## src/rtl/hazard_sequencer_if.sv

```systemverilog
// Bundles the pipeline-side hazard inputs and the stall/flush/forward controls
// driven back to the 5-stage core.
interface hazard_sequencer_if #(
  parameter int REG_W = 5,
  parameter int CNT_W = 16
);
  logic [REG_W-1:0] Rs1D, Rs2D, Rs1E, Rs2E, RdE, RdM, RdW;
  logic             ResultSrcE0, PCSrcE, McStartE, McDoneE, RegWriteM, RegWriteW;
  logic             StallF, StallD, StallE, FlushD, FlushE, FlushM;
  logic [1:0]       ForwardAE, ForwardBE;
  logic             McErr;
  logic [CNT_W-1:0] StallCnt, FlushCnt;

  modport master (
    output Rs1D, Rs2D, Rs1E, Rs2E, RdE, RdM, RdW,
    output ResultSrcE0, PCSrcE, McStartE, McDoneE, RegWriteM, RegWriteW,
    input  StallF, StallD, StallE, FlushD, FlushE, FlushM,
    input  ForwardAE, ForwardBE, McErr, StallCnt, FlushCnt
  );

  modport slave (
    input  Rs1D, Rs2D, Rs1E, Rs2E, RdE, RdM, RdW,
    input  ResultSrcE0, PCSrcE, McStartE, McDoneE, RegWriteM, RegWriteW,
    output StallF, StallD, StallE, FlushD, FlushE, FlushM,
    output ForwardAE, ForwardBE, McErr, StallCnt, FlushCnt
  );
endinterface

```

## src/rtl/hazard_sequencer.sv

```systemverilog
// Hazard/sequencing controller: stalls, flushes, forwarding, multi-cycle op
// tracking with timeout, and saturating stall/flush counters.
module hazard_sequencer #(
  parameter int REG_W      = 5,
  parameter int CNT_W      = 16,
  parameter int MC_TIMEOUT = 64
) (
  input logic               CLK,
  input logic               RST,
  hazard_sequencer_if.slave hif
);
  localparam int MCC_W = $clog2(MC_TIMEOUT);
  localparam logic [MCC_W-1:0] MCC_LAST = MCC_W'(MC_TIMEOUT - 1);

  typedef enum logic [1:0] {RUN, MC_WAIT} state_t;

  state_t           r_state, w_next_state;
  logic [MCC_W-1:0] r_mc_cnt;
  logic             r_mc_err;
  logic [CNT_W-1:0] r_stall_cnt, r_flush_cnt;

  logic w_load_use, w_mc_clr, w_mc_inc, w_timeout, w_pc_flush;
  logic w_stall_f, w_stall_d, w_stall_e, w_flush_d, w_flush_e, w_flush_m;
  logic [1:0] w_fwd_a, w_fwd_b;

  assign w_load_use = hif.ResultSrcE0 && (hif.RdE != '0) &&
                      ((hif.RdE == hif.Rs1D) || (hif.RdE == hif.Rs2D));

  always_comb begin
    w_fwd_a = 2'b00;
    w_fwd_b = 2'b00;
    if (!RST) begin
      if (hif.RegWriteM && (hif.RdM != '0) && (hif.RdM == hif.Rs1E))      w_fwd_a = 2'b10;
      else if (hif.RegWriteW && (hif.RdW != '0) && (hif.RdW == hif.Rs1E)) w_fwd_a = 2'b01;
      if (hif.RegWriteM && (hif.RdM != '0) && (hif.RdM == hif.Rs2E))      w_fwd_b = 2'b10;
      else if (hif.RegWriteW && (hif.RdW != '0) && (hif.RdW == hif.Rs2E)) w_fwd_b = 2'b01;
    end
  end

  always_comb begin
    w_next_state = r_state;
    w_mc_clr     = 1'b0;
    w_mc_inc     = 1'b0;
    w_timeout    = 1'b0;
    w_pc_flush   = 1'b0;
    w_stall_f    = 1'b0;
    w_stall_d    = 1'b0;
    w_stall_e    = 1'b0;
    w_flush_d    = 1'b0;
    w_flush_e    = 1'b0;
    w_flush_m    = 1'b0;
    if (RST) begin
      w_flush_d    = 1'b1;
      w_flush_e    = 1'b1;
      w_flush_m    = 1'b1;
      w_next_state = RUN;
    end else begin
      case (r_state)
        RUN: begin
          if (hif.PCSrcE) begin
            w_flush_d  = 1'b1;
            w_flush_e  = 1'b1;
            w_pc_flush = 1'b1;
          end else if (hif.McStartE) begin
            w_stall_f    = 1'b1;
            w_stall_d    = 1'b1;
            w_stall_e    = 1'b1;
            w_flush_m    = 1'b1;
            w_mc_clr     = 1'b1;
            w_next_state = MC_WAIT;
          end else if (w_load_use) begin
            w_stall_f = 1'b1;
            w_stall_d = 1'b1;
            w_flush_e = 1'b1;
          end
        end
        MC_WAIT: begin
          if (hif.McDoneE) begin
            // Completion cycle behaves like RUN except a new McStartE is not accepted
            w_next_state = RUN;
            if (hif.PCSrcE) begin
              w_flush_d  = 1'b1;
              w_flush_e  = 1'b1;
              w_pc_flush = 1'b1;
            end else if (w_load_use) begin
              w_stall_f = 1'b1;
              w_stall_d = 1'b1;
              w_flush_e = 1'b1;
            end
          end else begin
            w_stall_f = 1'b1;
            w_stall_d = 1'b1;
            w_stall_e = 1'b1;
            w_flush_m = 1'b1;
            w_mc_inc  = 1'b1;
            if (r_mc_cnt == MCC_LAST) begin
              w_timeout    = 1'b1;
              w_next_state = RUN;
            end
          end
        end
        default: w_next_state = RUN;
      endcase
    end
  end

  always_ff @(posedge CLK) begin
    if (RST) begin
      r_state     <= RUN;
      r_mc_cnt    <= '0;
      r_mc_err    <= 1'b0;
      r_stall_cnt <= '0;
      r_flush_cnt <= '0;
    end else begin
      r_state <= w_next_state;
      if (w_mc_clr)      r_mc_cnt <= '0;
      else if (w_mc_inc) r_mc_cnt <= r_mc_cnt + 1'b1;
      if (w_timeout)     r_mc_err <= 1'b1;
      if (w_stall_f && (r_stall_cnt != '1))  r_stall_cnt <= r_stall_cnt + 1'b1;
      if (w_pc_flush && (r_flush_cnt != '1)) r_flush_cnt <= r_flush_cnt + 1'b1;
    end
  end

  assign hif.StallF    = w_stall_f;
  assign hif.StallD    = w_stall_d;
  assign hif.StallE    = w_stall_e;
  assign hif.FlushD    = w_flush_d;
  assign hif.FlushE    = w_flush_e;
  assign hif.FlushM    = w_flush_m;
  assign hif.ForwardAE = w_fwd_a;
  assign hif.ForwardBE = w_fwd_b;
  assign hif.McErr     = r_mc_err;
  assign hif.StallCnt  = r_stall_cnt;
  assign hif.FlushCnt  = r_flush_cnt;
endmodule
```

## src/flat_wrapper.sv

```systemverilog
// flat-port wrapper written by rule: the top's interface ports become plain ports
module hazard_sequencer_flat 
#(
  parameter int REG_W      = 5,
  parameter int CNT_W      = 16,
  parameter int MC_TIMEOUT = 64
)
  (CLK, RST, hif_Rs1D, hif_Rs2D, hif_Rs1E, hif_Rs2E, hif_RdE, hif_RdM, hif_RdW, hif_ResultSrcE0, hif_PCSrcE, hif_McStartE, hif_McDoneE, hif_RegWriteM, hif_RegWriteW, hif_StallF, hif_StallD, hif_StallE, hif_FlushD, hif_FlushE, hif_FlushM, hif_ForwardAE, hif_ForwardBE, hif_McErr, hif_StallCnt, hif_FlushCnt);
  hazard_sequencer_if #(.REG_W(REG_W), .CNT_W(CNT_W)) hif_i ();
  input logic CLK;
  input logic RST;
  input wire logic [$bits(hif_i.Rs1D)-1:0] hif_Rs1D;
  input wire logic [$bits(hif_i.Rs2D)-1:0] hif_Rs2D;
  input wire logic [$bits(hif_i.Rs1E)-1:0] hif_Rs1E;
  input wire logic [$bits(hif_i.Rs2E)-1:0] hif_Rs2E;
  input wire logic [$bits(hif_i.RdE)-1:0] hif_RdE;
  input wire logic [$bits(hif_i.RdM)-1:0] hif_RdM;
  input wire logic [$bits(hif_i.RdW)-1:0] hif_RdW;
  input wire logic [$bits(hif_i.ResultSrcE0)-1:0] hif_ResultSrcE0;
  input wire logic [$bits(hif_i.PCSrcE)-1:0] hif_PCSrcE;
  input wire logic [$bits(hif_i.McStartE)-1:0] hif_McStartE;
  input wire logic [$bits(hif_i.McDoneE)-1:0] hif_McDoneE;
  input wire logic [$bits(hif_i.RegWriteM)-1:0] hif_RegWriteM;
  input wire logic [$bits(hif_i.RegWriteW)-1:0] hif_RegWriteW;
  output wire logic [$bits(hif_i.StallF)-1:0] hif_StallF;
  output wire logic [$bits(hif_i.StallD)-1:0] hif_StallD;
  output wire logic [$bits(hif_i.StallE)-1:0] hif_StallE;
  output wire logic [$bits(hif_i.FlushD)-1:0] hif_FlushD;
  output wire logic [$bits(hif_i.FlushE)-1:0] hif_FlushE;
  output wire logic [$bits(hif_i.FlushM)-1:0] hif_FlushM;
  output wire logic [$bits(hif_i.ForwardAE)-1:0] hif_ForwardAE;
  output wire logic [$bits(hif_i.ForwardBE)-1:0] hif_ForwardBE;
  output wire logic [$bits(hif_i.McErr)-1:0] hif_McErr;
  output wire logic [$bits(hif_i.StallCnt)-1:0] hif_StallCnt;
  output wire logic [$bits(hif_i.FlushCnt)-1:0] hif_FlushCnt;
  assign hif_i.Rs1D = hif_Rs1D;
  assign hif_i.Rs2D = hif_Rs2D;
  assign hif_i.Rs1E = hif_Rs1E;
  assign hif_i.Rs2E = hif_Rs2E;
  assign hif_i.RdE = hif_RdE;
  assign hif_i.RdM = hif_RdM;
  assign hif_i.RdW = hif_RdW;
  assign hif_i.ResultSrcE0 = hif_ResultSrcE0;
  assign hif_i.PCSrcE = hif_PCSrcE;
  assign hif_i.McStartE = hif_McStartE;
  assign hif_i.McDoneE = hif_McDoneE;
  assign hif_i.RegWriteM = hif_RegWriteM;
  assign hif_i.RegWriteW = hif_RegWriteW;
  assign hif_StallF = hif_i.StallF;
  assign hif_StallD = hif_i.StallD;
  assign hif_StallE = hif_i.StallE;
  assign hif_FlushD = hif_i.FlushD;
  assign hif_FlushE = hif_i.FlushE;
  assign hif_FlushM = hif_i.FlushM;
  assign hif_ForwardAE = hif_i.ForwardAE;
  assign hif_ForwardBE = hif_i.ForwardBE;
  assign hif_McErr = hif_i.McErr;
  assign hif_StallCnt = hif_i.StallCnt;
  assign hif_FlushCnt = hif_i.FlushCnt;
  hazard_sequencer #(.REG_W(REG_W), .CNT_W(CNT_W), .MC_TIMEOUT(MC_TIMEOUT)) u_core (.CLK(CLK), .RST(RST), .hif(hif_i));
endmodule
```

## config.mk

```make
export PLATFORM = sky130hd
export DESIGN_NAME = hazard_sequencer_flat
export DESIGN_NICKNAME = d
export VERILOG_FILES = /design/src/rtl/hazard_sequencer_if.sv /design/src/rtl/hazard_sequencer.sv /design/src/flat_wrapper.sv
export SDC_FILE = /design/constraint.sdc
export NUM_CORES = 1
export LEC_CHECK = 0
export CELL_PAD_IN_SITES_DETAIL_PLACEMENT = 0
export CELL_PAD_IN_SITES_GLOBAL_PLACEMENT = 1
export CORE_MARGIN = 1
export CORE_UTILIZATION = 32
export DETAILED_ROUTE_END_ITERATION = 12
export PLACE_DENSITY_LB_ADDON = 0.08
export REMOVE_ABC_BUFFERS = 1
export SLEW_MARGIN = 20
export SYNTH_ARGS = -nofsm -noshare
export SYNTH_HDL_FRONTEND = slang
export SYNTH_SLANG_ARGS = --single-unit
export TNS_END_PERCENT = 5
```

## constraint.sdc

```tcl
create_clock -name CLK -period 2.51 [get_ports CLK]
set_input_delay 0.251 -clock CLK [delete_from_list [all_inputs] [get_ports CLK]]
set_output_delay 0.251 -clock CLK [all_outputs]
set_load 0.02 [all_outputs]
```

After elaboration in Yosys (flattened, before gate mapping)
Index checks and enable logic that the tools add are counted.
{ "op_classes": {"add_sub_neg": 3, "eq_ne": 13, "muxes": 43, "n_reduce_logical": 17} }
{ "ops": {"columns": ["cell", "n"], "rows": [
  ["$add A16 B1 Y16 const B", 2],
  ["$ne A16 B16 Y1 const B", 2],
  ["$eq A5 B5 Y1", 6],
  ["$mux W1", 30],
  ["$mux W2", 8],
  ["$reduce_bool A5 Y1", 3],
  ["$logic_and A1 B1 Y1", 10],
  ["$pmux W1 S2", 4],
  ["$add A6 B1 Y6 const B", 1],
  ["$eq A6 B6 Y1 const B", 1],
  ["$ne A2 B2 Y1 const B", 2],
  ["$pmux W2 S2", 1],
  ["$ne A3 B2 Y1 const B", 1],
  ["$reduce_and A3 Y1", 1],
  ["$eq A2 B1 Y1 const B", 1],
  ["$logic_not A2 Y1", 1],
  ["$reduce_or A2 Y1", 1],
  ["$logic_or A1 B1 Y1", 1]
]} }
{ "word_totals": {"ff_bits": 41, "input_bits": 43, "output_inout_bits": 43, "wordCells": 81} }

Logic depth before layout (Yosys ltp)
{ "logic_depth": {"ltp_word": 9, "ltp_mapped": 9, "depth_no_buf": 7} }

Worst setup path after synthesis
Ideal clock, no wire load.
{ "synth_timing": {"path_type": "reg2reg", "startpoint": "reg u_core.r_stall_cnt[0] (netlist: u_core.hif.StallCnt[0])", "endpoint": "reg u_core.r_stall_cnt[1] (netlist: u_core.hif.StallCnt[1])", "arrival_ns": 2.048, "required_time_ns": 2.382, "path_slack_ns": 0.334, "stages_incl_launch_ff": 10, "path_buffers": 2, "path_cell_list": "dfxtp_1 ha_1 nand2_1 nor4_4 a2111oi_2 a21oi_4 buf_6 buf_6 mux2i_1 nor2_1"} }
{ "synth_between": {"elab_chain_cells": 2, "elab_cells_between_ends": 3, "cone_classes": "add/sub: 1; eq/ne: 1; reduce/logical: 1"} }
{ "synth_rtl": {"columns": ["item", "line", "source"], "rows": [
  ["from (decl)", "hazard_sequencer.sv:20", "logic [CNT_W-1:0] r_stall_cnt, r_flush_cnt;"],
  ["from (signal assigned)", "hazard_sequencer.sv:119", "if (w_stall_f && (r_stall_cnt != '1)) r_stall_cnt <= r_stall_cnt + 1'b1;"],
  ["branches (longest 2 deep; another with $add A16 B1 Y16)", null, null]
]} }
Parallel ways; which one is timed is not known.
A chain may end at the register's enable or synchronous reset.

Final worst setup path
{ "layout_timing": {"startpoint": "in hif_RdE[0]", "endpoint": "out hif_FlushE"} }
{ "layout_between": {"elab_chain_cells": 8, "elab_cells_between_ends": 13, "cone_classes": "eq/ne: 2; mux: 7; reduce/logical: 4"} }
{ "layout_rtl": {"columns": ["item", "line", "source"], "rows": [
  ["from (decl)", "flat_wrapper.sv:16", "input wire logic [$bits(hif_i.RdE)-1:0] hif_RdE;"],
  ["$eq A5 B5 Y1 or $reduce_bool A5 Y1 (tied branches)", "hazard_sequencer.sv:27, hazard_sequencer.sv:26", null],
  ["$logic_or A1 B1 Y1 or $logic_and A1 B1 Y1 (tied branches)", "hazard_sequencer.sv:27, hazard_sequencer.sv:26", null],
  ["$logic_and A1 B1 Y1 *", "hazard_sequencer.sv:26", "assign w_load_use = hif.ResultSrcE0 && (hif.RdE != '0) &&"],
  ["$mux W1 *", "hazard_sequencer.sv:71, hazard_sequencer.sv:85", null],
  ["$mux W1 (on tied branches)", "hazard_sequencer.sv:81, hazard_sequencer.sv:64", null],
  ["$mux W1 (on tied branches)", "hazard_sequencer.sv:78, hazard_sequencer.sv:60", null],
  ["$pmux W1 S2 *", "hazard_sequencer.sv:58", "case (r_state)"],
  ["$mux W1 *", "hazard_sequencer.sv:52", "if (RST) begin"],
  ["to (decl)", "flat_wrapper.sv:29", "output wire logic [$bits(hif_i.FlushE)-1:0] hif_FlushE;"]
]} }
Mark *: on every way between the ends. The rest lies on a longest branch, timed or not.

==> run summary <==
In this run, post-CTS repair resized a total of 3 instances. By startpoint and endpoint, the worst setup path is classified as input port to primary output. The most prevalent standard cell on the critical path is sky130_fd_sc_hd__clkdlybuf4s50_1.

Counting every instance in the synthesized netlist gives 283. The routed wire length was 5987 um; the delay of the slowest cell on the worst path was 0.54 ns. The largest vdd supply drop came out at 0.0002435 V.

The synthesized design contains 40 register bits. STA puts the critical path data required time at 2.26 ns. Summed over all cells, the static leakage comes to 1.283 nW.

The first global-routing pass estimated 10030 um of wire. After the first detailed-routing iteration, the DRC count stood at 56. After filler insertion, the fill cell instance count of the layout stands at 723. Clock-pin slew was measured on the worst setup and hold paths at 0.07 ns.

The final period utilization works out to 95.11%. TritonCTS created 5 clock buffers. In the final routed layout, each cell accounts on average for 12.37 um. Entering global routing, the biggest net connects 29 pins.

The run gives 0.8413 as the routability-driven placement congestion ratio. The Yosys step of the flow raised 0 warnings. The post-layout minimum cycle time is 2.387 ns, and the placed wire-length estimate after detailed placement is 4499 um. Setup repair after global routing left no endpoint under its margin. Registers take 800.8 um2. The classification of the worst-slack hold path is register to register. The least setup slack across all paths after layout is 0.1228 ns, and the number of port buffers is 85. For this run the aggregate overflow at the end of global routing stands at 0. The share of the core filled with cells in the final layout came out at 49.79%. After floorplanning, the core was sized to cover 0.007214 mm2.

The synthesized netlist occupies a cell area of 0.002387 mm2. The die height is 88.37 um. Each instance of the synthesized netlist takes up on average 8.436 um2. The flow ran to the end, and the final reports show no timing, DRC or antenna violations. The clock passes through at most 2 buffers. TritonCTS built the clock tree.

In this run the worst path has a maximum fanout of 3. Combined area of the multi-input logic cells: 0.001488 mm2. Global routing used 16.15% of the available tracks. After clock tree synthesis, the flow added hold-fix buffers numbering 0.

After detailed routing, the number of remaining DRC violations is 0. The run gives 2.14 ns as the data arrival time of the worst path. The top cell types in the final layout, fill and taps aside, are sky130_fd_sc_hd__clkdlybuf4s50_1 (81), sky130_fd_sc_hd__dfxtp_1 (40), sky130_fd_sc_hd__xnor2_1 (31), sky130_fd_sc_hd__nor2_1 (30), sky130_fd_sc_hd__nand2_1 (21).

The number of diodes is 0, and the maximum operating frequency is 0.4189 GHz. The worst relative slew slack was 69.59%; the number of buffers inserted to repair setup after CTS was 0. Counting flops with a built-in enable in the synthesized netlist gives 0. The library cell used most frequently in the layout, excluding fill and tap cells, is sky130_fd_sc_hd__clkdlybuf4s50_1.

Once the floorplan was initialized, standard cells occupied 33.09% of the core. The die covers 0.007809 mm2. The slowest stage cell on the critical path was sky130_fd_sc_hd__clkdlybuf4s50_1.

The floorplan has 31 rows. The design draws 1.529 mW. Setup violations remaining at the end of the flow were counted as 0. Of all flip-flops after synthesis, the portion carrying an async set or reset was 0%. After the flow finishes, the layout carries non-filler instances totaling 484. The number of antenna violations at the first check in global routing is 0.

The number of different library cells used by synthesis comes to 46. For this run, the register share of the synthesized area comes to 33.54%. Worst-case clock skew: 0.01291 ns.

The count of placed standard cells including taps was 477. The commonest register cell after synthesis was sky130_fd_sc_hd__dfxtp_1. The signal on the critical path passes through clkdlybuf4s50_1 -> or4_1 -> o21ai_1 -> nand2b_1 -> a21oi_1 -> clkdlybuf4s50_1. The insertion delay to the later sink of the worst-skew pair is 0.29 ns, and the total power density per cell area is 425.5 mW/mm2. At the pin with the least slew margin, the transition time is 0.4520 ns. The run gives 0 as the antenna violation net count after detailed routing. Compared with the post-synthesis result, the final layout area differs by 50.47%.

The first-pass detailed-route iteration total is 4, and the via count of the first global-routing pass is 2222. STA classifies the critical path endpoint as a primary output. The hold violation count in the final report was 0; the number of placed I/O pins was 86. Summing over every cut layer, the via total after detailed routing is 2352.

The setup slack after placement is -0.1141 ns, and the number of H-tree levels is 2. The die is 88.37 um wide. Dividing the detail-routed via count by the number of cells gives 4.860.

The root buffer cell chosen for the clock tree is sky130_fd_sc_hd__clkbuf_8. The number of pins with negative max-slew slack in the final report is 0. Sort of element at the start of the critical path: an input port.

The fraction of layout cells with a size suffix above 1 was 10.13%. For the number of nets in the layout, the log shows 431. Together, buffers and inverters on the worst path number 2. The max-capacitance violation count is 0, and the sink count of the clock tree is 40. On the critical path the largest part of the delay comes from buffers and inverters.
-- cells in the mapped netlist (5+ instances only) --
cell	number	area, um2
sky130_fd_sc_hd__nor3_1	9	45.04
sky130_fd_sc_hd__xor2_1	19	166.4
sky130_fd_sc_hd__nand2_1	21	78.83
sky130_fd_sc_hd__inv_1	7	26.28
sky130_fd_sc_hd__xnor2_1	31	271.5
sky130_fd_sc_hd__o21ai_1	9	45.04
sky130_fd_sc_hd__dfxtp_1	40	800.8
sky130_fd_sc_hd__nand3_1	16	80.08
sky130_fd_sc_hd__and3_1	6	37.54
sky130_fd_sc_hd__nor2_1	30	112.6
sky130_fd_sc_hd__or3_1	8	50.05
sky130_fd_sc_hd__a21oi_1	16	80.08
sky130_fd_sc_hd__or4_1	5	37.54
sky130_fd_sc_hd__nand4_1	13	81.33
-- worst paths after layout --
check | startpoint | to | cells after the start | slack (ns)
max | hif_RdE[0] | hif_FlushE | 6 | 0.12
min | u_core.r_mc_cnt[1] | u_core.r_mc_cnt[1] | 2 | 0.47
max reg2reg | u_core.hif.StallCnt[0] | u_core.hif.StallCnt[9] | 8 | 0.29
min reg2reg | u_core.r_mc_cnt[1] | u_core.r_mc_cnt[1] | 2 | 0.47
-- final cells by class --
class	count	share of cell area, %
clock buffer	5	1.916
clock inverter	2	1.672
inverter	7	0.7315
multi-input combinational	226	41.41
sequential	40	22.29
tap	99	3.448
timing repair buffer	105	28.53
-- routing by layer --
metal | GRT usage [%] | wire length [um] | up-vias
met4 | 3.959 | 51 | 0
met5 | 0 | 0 | -
li1 | - | - | 1207
met3 | 3.918 | 342 | 8
met2 | 27.48 | 2812 | 59
met1 | 20.56 | 2781 | 1078
-- logic make-up after synthesis --
kind of cell	count (synthesis)	synth area share, %
compound gates	42	11.95
xor+xnor	50	18.34
fa+ha+maj	3	1.572
buf+inv	17	4.141
flops	40	33.54
mux	3	1.258
simple gates	128	29.19
-- registers in the layout, indices dropped and copies added, names as in the netlist --
register and flops:
u_core.hif.StallCnt 16, u_core.r_mc_cnt 6, u_core.hif.McErr 1, u_core.r_state 1, u_core.hif.FlushCnt 16
-- power breakdown --
part	switching, mW	internal, mW	total (mW)
Sequential	0.00561	0.639	0.645
Combinational	0.115	0.150	0.265
Clock	0.227	0.392	0.619
Total	0.347	1.18	1.53
-- tightest hold or removal path, cell delays in order (launching register included) --
cell	delay, ns
sky130_fd_sc_hd__dfxtp_1	0.32
sky130_fd_sc_hd__nand2_1	0.05
sky130_fd_sc_hd__a21oi_1	0.05
-- stage by stage --
| stage | setup TNS [ns] | cell area, um2 | hold WS [ns] |
|---|---|---|---|
| floorplan | 0 | 2315 | 0.3201 |
| global placement | -0.1502 | 3465 | 0.4650 |
| detailed placement | -0.2173 | 3465 | 0.4703 |
| CTS | 0 | 3590 | 0.4799 |
| global route | 0 | 3592 | 0.5080 |
| finish | 0 | 3592 | 0.4739 |
Note: power is estimated with default switching activity, not from simulation.
